### config.mk
export PLATFORM = sky130hd
export DESIGN_NAME = adex_neuron_scheduler
export DESIGN_NICKNAME = d
export VERILOG_FILES = /design/src/rtl/adex_pkg.sv /design/src/rtl/adex_spike_fifo.sv /design/src/rtl/adex_neuron_scheduler.sv
export SDC_FILE = /design/constraint.sdc
export NUM_CORES = 1
export LEC_CHECK = 0
export CAP_MARGIN = 10
export CORE_ASPECT_RATIO = 1.25
export CORE_MARGIN = 4
export CORE_UTILIZATION = 48
export DETAILED_ROUTE_END_ITERATION = 12
export PLACE_DENSITY = 0.77
export SYNTH_ARGS = -nofsm -noshare
export SYNTH_HDL_FRONTEND = slang
export SYNTH_SLANG_ARGS = --single-unit
export TNS_END_PERCENT = 10
### constraint.sdc
create_clock -name clk -period 4.6 [get_ports clk]
set_clock_uncertainty 0.05 [all_clocks]
set_input_delay 1.38 -clock clk [delete_from_list [all_inputs] [get_ports clk]]
set_output_delay 1.38 -clock clk [all_outputs]
set_load 0.01 [all_outputs]
### src/rtl/adex_pkg.sv
// Shared types and defaults for the AdEx neuron scheduler and its spike FIFO.
package adex_pkg;

  localparam int unsigned STATE_W_DEF    = 16;
  localparam logic [15:0] V_RST_DEF      = 16'hB000;
  localparam int unsigned SPK_FIFO_DEPTH = 4;

  typedef enum logic [1:0] {
    S_IDLE,
    S_ISSUE,
    S_WAIT,
    S_COMMIT
  } sched_state_t;

endpackage

### src/rtl/adex_spike_fifo.sv
// Four-entry FIFO of spiking neuron indices; a pop and a push in the same
// cycle are both honoured even when full.
module adex_spike_fifo
  import adex_pkg::*;
#(
  parameter int unsigned W = 2
) (
  input  logic         clk,
  input  logic         rst_n,
  input  logic         push,
  input  logic [W-1:0] push_idx,
  input  logic         pop_ready,
  output logic [W-1:0] head,
  output logic         full,
  output logic         empty
);

  logic [W-1:0] slots [SPK_FIFO_DEPTH];
  logic [1:0]   rd_ptr;
  logic [1:0]   wr_ptr;
  logic [2:0]   count;
  logic         do_pop;
  logic         do_push;

  assign empty   = (count == 3'd0);
  assign full    = (count == 3'(SPK_FIFO_DEPTH));
  assign do_pop  = pop_ready && !empty;
  assign do_push = push && (!full || do_pop);
  assign head    = slots[rd_ptr];

  always_ff @(posedge clk or negedge rst_n) begin
    if (!rst_n) begin
      rd_ptr <= '0;
      wr_ptr <= '0;
      count  <= '0;
      for (int n = 0; n < int'(SPK_FIFO_DEPTH); n++) slots[n] <= '0;
    end else begin
      if (do_push) begin
        slots[wr_ptr] <= push_idx;
        wr_ptr        <= wr_ptr + 2'd1;
      end
      if (do_pop) rd_ptr <= rd_ptr + 2'd1;
      count <= count + {2'b00, do_push} - {2'b00, do_pop};
    end
  end

endmodule

### src/rtl/adex_neuron_scheduler.sv
// AdEx neuron scheduler: one sweep over all virtual neurons per prescaler
// tick, handing each neuron's state to an external update datapath.
//   state  | meaning
//   IDLE   | waiting for tick
//   ISSUE  | operands of neuron idx presented, upd_req raised
//   WAIT   | holding request until upd_ack
//   COMMIT | writing result back, queueing spike
module adex_neuron_scheduler
  import adex_pkg::*;
#(
  parameter int unsigned        N_NEURONS = 4,
  parameter int unsigned        STATE_W   = STATE_W_DEF,
  parameter int unsigned        TICK_DIV  = 256,
  parameter logic [STATE_W-1:0] V_RST     = STATE_W'(V_RST_DEF),
  localparam int unsigned       IW        = $clog2(N_NEURONS)
) (
  input  logic               clk,
  input  logic               rst_n,
  input  logic               ena,
  input  logic               cfg_we,
  input  logic [IW-1:0]      cfg_addr,
  input  logic [7:0]         cfg_data,
  output logic               upd_req,
  input  logic               upd_ack,
  output logic [IW-1:0]      upd_idx,
  output logic [STATE_W-1:0] upd_v_o,
  output logic [STATE_W-1:0] upd_w_o,
  output logic [7:0]         upd_i_o,
  input  logic [STATE_W-1:0] upd_v_i,
  input  logic [STATE_W-1:0] upd_w_i,
  input  logic               upd_spike_i,
  output logic               spk_valid,
  output logic [IW-1:0]      spk_idx,
  input  logic               spk_ready,
  output logic               busy,
  output logic               overrun
);

  localparam int unsigned   PW       = (TICK_DIV > 1) ? $clog2(TICK_DIV) : 1;
  localparam logic [IW-1:0] IDX_LAST = IW'(N_NEURONS - 1);

  sched_state_t       state;
  logic [IW-1:0]      idx;
  logic [IW-1:0]      idx_nxt;
  logic [PW-1:0]      pre_cnt;
  logic               tick;
  logic [STATE_W-1:0] v_mem [N_NEURONS];
  logic [STATE_W-1:0] w_mem [N_NEURONS];
  logic [7:0]         i_mem [N_NEURONS];
  logic [STATE_W-1:0] res_v;
  logic [STATE_W-1:0] res_w;
  logic               res_spk;
  logic               spk_push;
  logic               spk_pop;
  logic               spk_drop;
  logic               fifo_full;
  logic               fifo_empty;

  assign tick    = ena && (pre_cnt == PW'(TICK_DIV - 1));
  assign idx_nxt = idx + IW'(1);
  assign upd_idx = idx;

  always_ff @(posedge clk or negedge rst_n) begin
    if (!rst_n) pre_cnt <= '0;
    else if (ena) pre_cnt <= tick ? '0 : pre_cnt + PW'(1);
  end

  always_ff @(posedge clk or negedge rst_n) begin
    if (!rst_n) begin
      for (int n = 0; n < int'(N_NEURONS); n++) i_mem[n] <= '0;
    end else if (cfg_we) begin
      i_mem[cfg_addr] <= cfg_data;
    end
  end

  // Operands are latched on entry to ISSUE so that later cfg writes or
  // commits cannot disturb a request that is already outstanding.
  always_ff @(posedge clk or negedge rst_n) begin
    if (!rst_n) begin
      state   <= S_IDLE;
      idx     <= '0;
      upd_req <= 1'b0;
      busy    <= 1'b0;
      upd_v_o <= '0;
      upd_w_o <= '0;
      upd_i_o <= '0;
      res_v   <= '0;
      res_w   <= '0;
      res_spk <= 1'b0;
      for (int n = 0; n < int'(N_NEURONS); n++) begin
        v_mem[n] <= V_RST;
        w_mem[n] <= '0;
      end
    end else begin
      case (state)
        S_IDLE: begin
          if (tick) begin
            state   <= S_ISSUE;
            idx     <= '0;
            upd_req <= 1'b1;
            busy    <= 1'b1;
            upd_v_o <= v_mem[0];
            upd_w_o <= w_mem[0];
            upd_i_o <= i_mem[0];
          end
        end
        S_ISSUE: state <= S_WAIT;
        S_WAIT: begin
          if (upd_ack) begin
            res_v   <= upd_v_i;
            res_w   <= upd_w_i;
            res_spk <= upd_spike_i;
            upd_req <= 1'b0;
            state   <= S_COMMIT;
          end
        end
        S_COMMIT: begin
          v_mem[idx] <= res_v;
          w_mem[idx] <= res_w;
          if (idx == IDX_LAST) begin
            state <= S_IDLE;
            busy  <= 1'b0;
          end else begin
            state   <= S_ISSUE;
            idx     <= idx_nxt;
            upd_req <= 1'b1;
            upd_v_o <= v_mem[idx_nxt];
            upd_w_o <= w_mem[idx_nxt];
            upd_i_o <= i_mem[idx_nxt];
          end
        end
        default: state <= S_IDLE;
      endcase
    end
  end

  assign spk_push  = (state == S_COMMIT) && res_spk;
  assign spk_pop   = spk_ready && !fifo_empty;
  assign spk_drop  = spk_push && fifo_full && !spk_pop;
  assign spk_valid = !fifo_empty;

  adex_spike_fifo #(
    .W(IW)
  ) u_spike_fifo (
    .clk      (clk),
    .rst_n    (rst_n),
    .push     (spk_push),
    .push_idx (idx),
    .pop_ready(spk_ready),
    .head     (spk_idx),
    .full     (fifo_full),
    .empty    (fifo_empty)
  );

  always_ff @(posedge clk or negedge rst_n) begin
    if (!rst_n) overrun <= 1'b0;
    else if ((tick && state != S_IDLE) || spk_drop) overrun <= 1'b1;
  end

endmodule
==> qor.yml <==
min_from: "upd_v_o[12]"
htreeDepth: 1
die_y_um: 183.2
antenna_left: 0
leakagePower_uw: 0.005959
cpPeakStageDelay_ns: 0.54
crit_required_ns: 3.17
place_hpwl_um: 14160
gp_congestion: 0.7489
r2r_setup_slack_ns: 1.61
ys_warn_count: 0
crit_path_top_delay_cell: "mux4_2"
crit_path_cell_trace: "mux4_2, clkdlybuf4s50_1"
drive_gt1_share_pct: 36.92
cts_root_buf: "clkbuf_16"
wl_per_cell_um: 18.35
syn_area_mm2: 0.01178
start_util_pct: 49.16
hold_viol: 0
io_pins: 97
drt_iter0_drc: 320
synthMuxAreaShare_pct: 27.43
period_needed_ns: 3.433
status: "finished clean"
nNetsFinal: 1020
slew_headroom_pct: 30.34
drv_cap: 0
crit_path_max_fanout: 4
hold-worst-slack_ns: 0.4335
cts_tree: "built"
clk_latency_ns: 0.53
row_count: 63
synth-xor-area-share_pct: 0.7435
slew_violations: 0
port_buffers: 96
viasPerCell: 5.449
gr-total-overflow: 0
cts_resized: 0
finalCritPeriodShare_pct: 74.62
syn_to_final_growth_pct: 18.56
yosys_register_bits: 263
drt_drc_violations_left: 0
clk_path_buf_depth: 3
finalSetupViolCount: 0
rsz0062_at_grt: "no"
cp-start-kind: "register"
fp.dieArea_mm2: 0.02713
yosys.area_share.simple_pct: 4.312
path_delay_family: "multiplexers"
total_power_uw: 10440
numCtsBuffers: 27
drtPass1Iterations: 4
async_reset_ff_share_pct: 100.0
grt_max_degree: 118
fin_setup_tns_ns: 0
totalWireLength_um: 23860
die_w_um: 148.1
synthFlopType: "dfrtp_1"
synth_compound_area_share_pct: 7.191
grt_antenna_before_repair: 0
postCtsSetupRepairBufs: 0
critPathCaptureType: "output port"
syn_avg_cell_area_um2: 13.59
worstSetupStartpoint: "u_spike_fifo.rd_ptr[0]"
vias: 7084
synthAdderAreaFrac_pct: 1.869
grt_first_pass_wirelength_um: 39630
gr-usage-all-layers_pct: 17.83
worst-setup-path-type: "reg2out"
grt_pass1_vias: 7713
r2r_start: "state[1]"
clock_sinks: 263
synth_edf_count: 0
reg2regPathDepth: 6
path_buf_inv: 1
cp.arrival_ns: 2.00
vdd_drop_max_v: 0.0003947
ys_types: 43
tightest_slew_ns: 1.045
path_clk_slew_ns: 0.06
hp-class: "reg2reg"
fill_cells: 1940
r2r-end: "upd_v_o[1]"
synth-seq-area-share_pct: 56.00
min_path_cells: 1
cts_hold_buf: 0
num_antenna_cells: 0
synth_top_family_by_area: "multiplexers"
fmax_mhz: 291.3
power-per-cell-area_mw_per_mm2: 747.8
core-area_mm2: 0.02396
syn-instance-count: 867
syn-num-nets: 933
hold_end: "upd_v_o[12]"
-- routing by layer --
layer	track usage, %	part of all wire, %
met3	2.941	3.7
met2	31.21	51
met1	23.17	43
met4	4.695	1.8
met5	0	0
-- registers in the layout, summed over array words and instances, names as in the netlist, 2 cells and up --
signal / count
i_mem: 32
res_w: 16
u_spike_fifo.slots: 8
state: 2
res_v: 16
upd_idx: 2
w_mem: 64
pre_cnt: 8
u_spike_fifo.rd_ptr: 2
upd_i_o: 8
upd_v_o: 16
u_spike_fifo.count: 3
v_mem: 64
u_spike_fifo.wr_ptr: 2
upd_w_o: 16
-- power by group --
| part | internal (µW) | switching [µW] | total [µW] |
|---|---|---|---|
| sequential | 3430 | 782 | 4220 |
| combinational | 2250 | 1770 | 4030 |
| clock | 1320 | 884 | 2200 |
-- cell usage after synthesis (3+ instances only) --
cell	number	share of area, %
inv_1	15	0.48
nor2b_1	41	2.2
or3_1	3	0.16
xor2_1	4	0.30
dfrtp_1	251	53
dfstp_2	12	2.7
mux2_1	9	0.86
mux2_2	274	26
clkbuf_1	22	0.70
xnor2_1	6	0.45
a21oi_1	43	1.8
nand3_1	3	0.13
buf_2	18	0.76
buf_1	4	0.13
ha_1	16	1.7
a22oi_1	39	2.5
nand3b_1	4	0.25
nand2_1	15	0.48
buf_6	4	0.38
nor2_1	8	0.25
and2_1	3	0.16
o21ai_0	46	2.0
nand2b_1	3	0.16
nand4_1	3	0.16
-- logic make-up after synthesis --
group                    count (synthesis)
multiplexers                           285
flip-flops                             263
AO/OA/AOI/OAI                          141
AND/OR/NAND/NOR                         88
buffers and inverters                   63
adder cells (fa/ha/maj)                 17
XOR/XNOR                                10
-- worst max path at each step --
stage                                        to  cells past startpoint  slack (ns)
after floorplan           u_spike_fifo.count[2]                      5        1.82
after CTS                            spk_idx[0]                      2        1.13
after global routing                 spk_idx[0]                      2        1.09
after global placement               upd_i_o[3]                      6        0.88
after detailed placement             upd_i_o[7]                      6        0.81
final                                spk_idx[0]                      2        1.17
-- layout make-up --
type                       count  area, µm²  share of cell area [%]
sequential                   263       6600                   47.26
multi-input combinational    541       4918                   35.22
timing repair buffer         106       1066                   7.633
clock buffer                  37      793.3                   5.680
tap                          325      406.6                   2.912
clock inverter                13      125.1                  0.8959
inverter                      15      56.30                  0.4032
-- placed cells by master (no fill, tap or decap), types with 2 or more instances in the layout --
master,count
mux2_2,274
dfrtp_1,250
clkdlybuf4s50_1,95
o21ai_0,46
a21oi_1,43
nor2b_1,40
a22oi_1,39
clkbuf_16,27
inv_1,15
ha_1,15
dfstp_2,12
nand2_1,10
mux2_1,9
nor2_1,8
clkbuf_8,8
clkinv_2,8
buf_4,8
xnor2_1,6
nand2_2,5
xor2_1,4
nand3b_1,4
or3_1,3
nand3_1,3
nand4_1,3
nand2b_1,3
and2_1,2
mux4_2,2
a31oi_1,2
inv_6,2
clkbuf_1,2
bufinv_16,2
buf_12,2
-- worst register-to-register path, stage by stage, from the launching register on --
cell and delay [ns]:
dfrtp_1 0.41, ha_2 0.63, buf_4 0.49, o21ai_0 0.22
a21oi_4 0.14, buf_4 0.51, mux2_2 0.44
-- metrics by stage --
stage / utilization [%] / worst slack [ns] / area (µm²) / std cells
detailed placement: 54.45 / 0.8090 / 13050 / 1250
global placement: 54.45 / 0.8804 / 13050 / 1250
floorplan: - / 1.821 / 11780 / 867
finish: 58.28 / 1.167 / 13970 / 1300
CTS: 58.28 / 1.133 / 13970 / 1300
global route: 58.28 / 1.090 / 13970 / 1300
No activity file was read; power rests on OpenSTA's default activity.
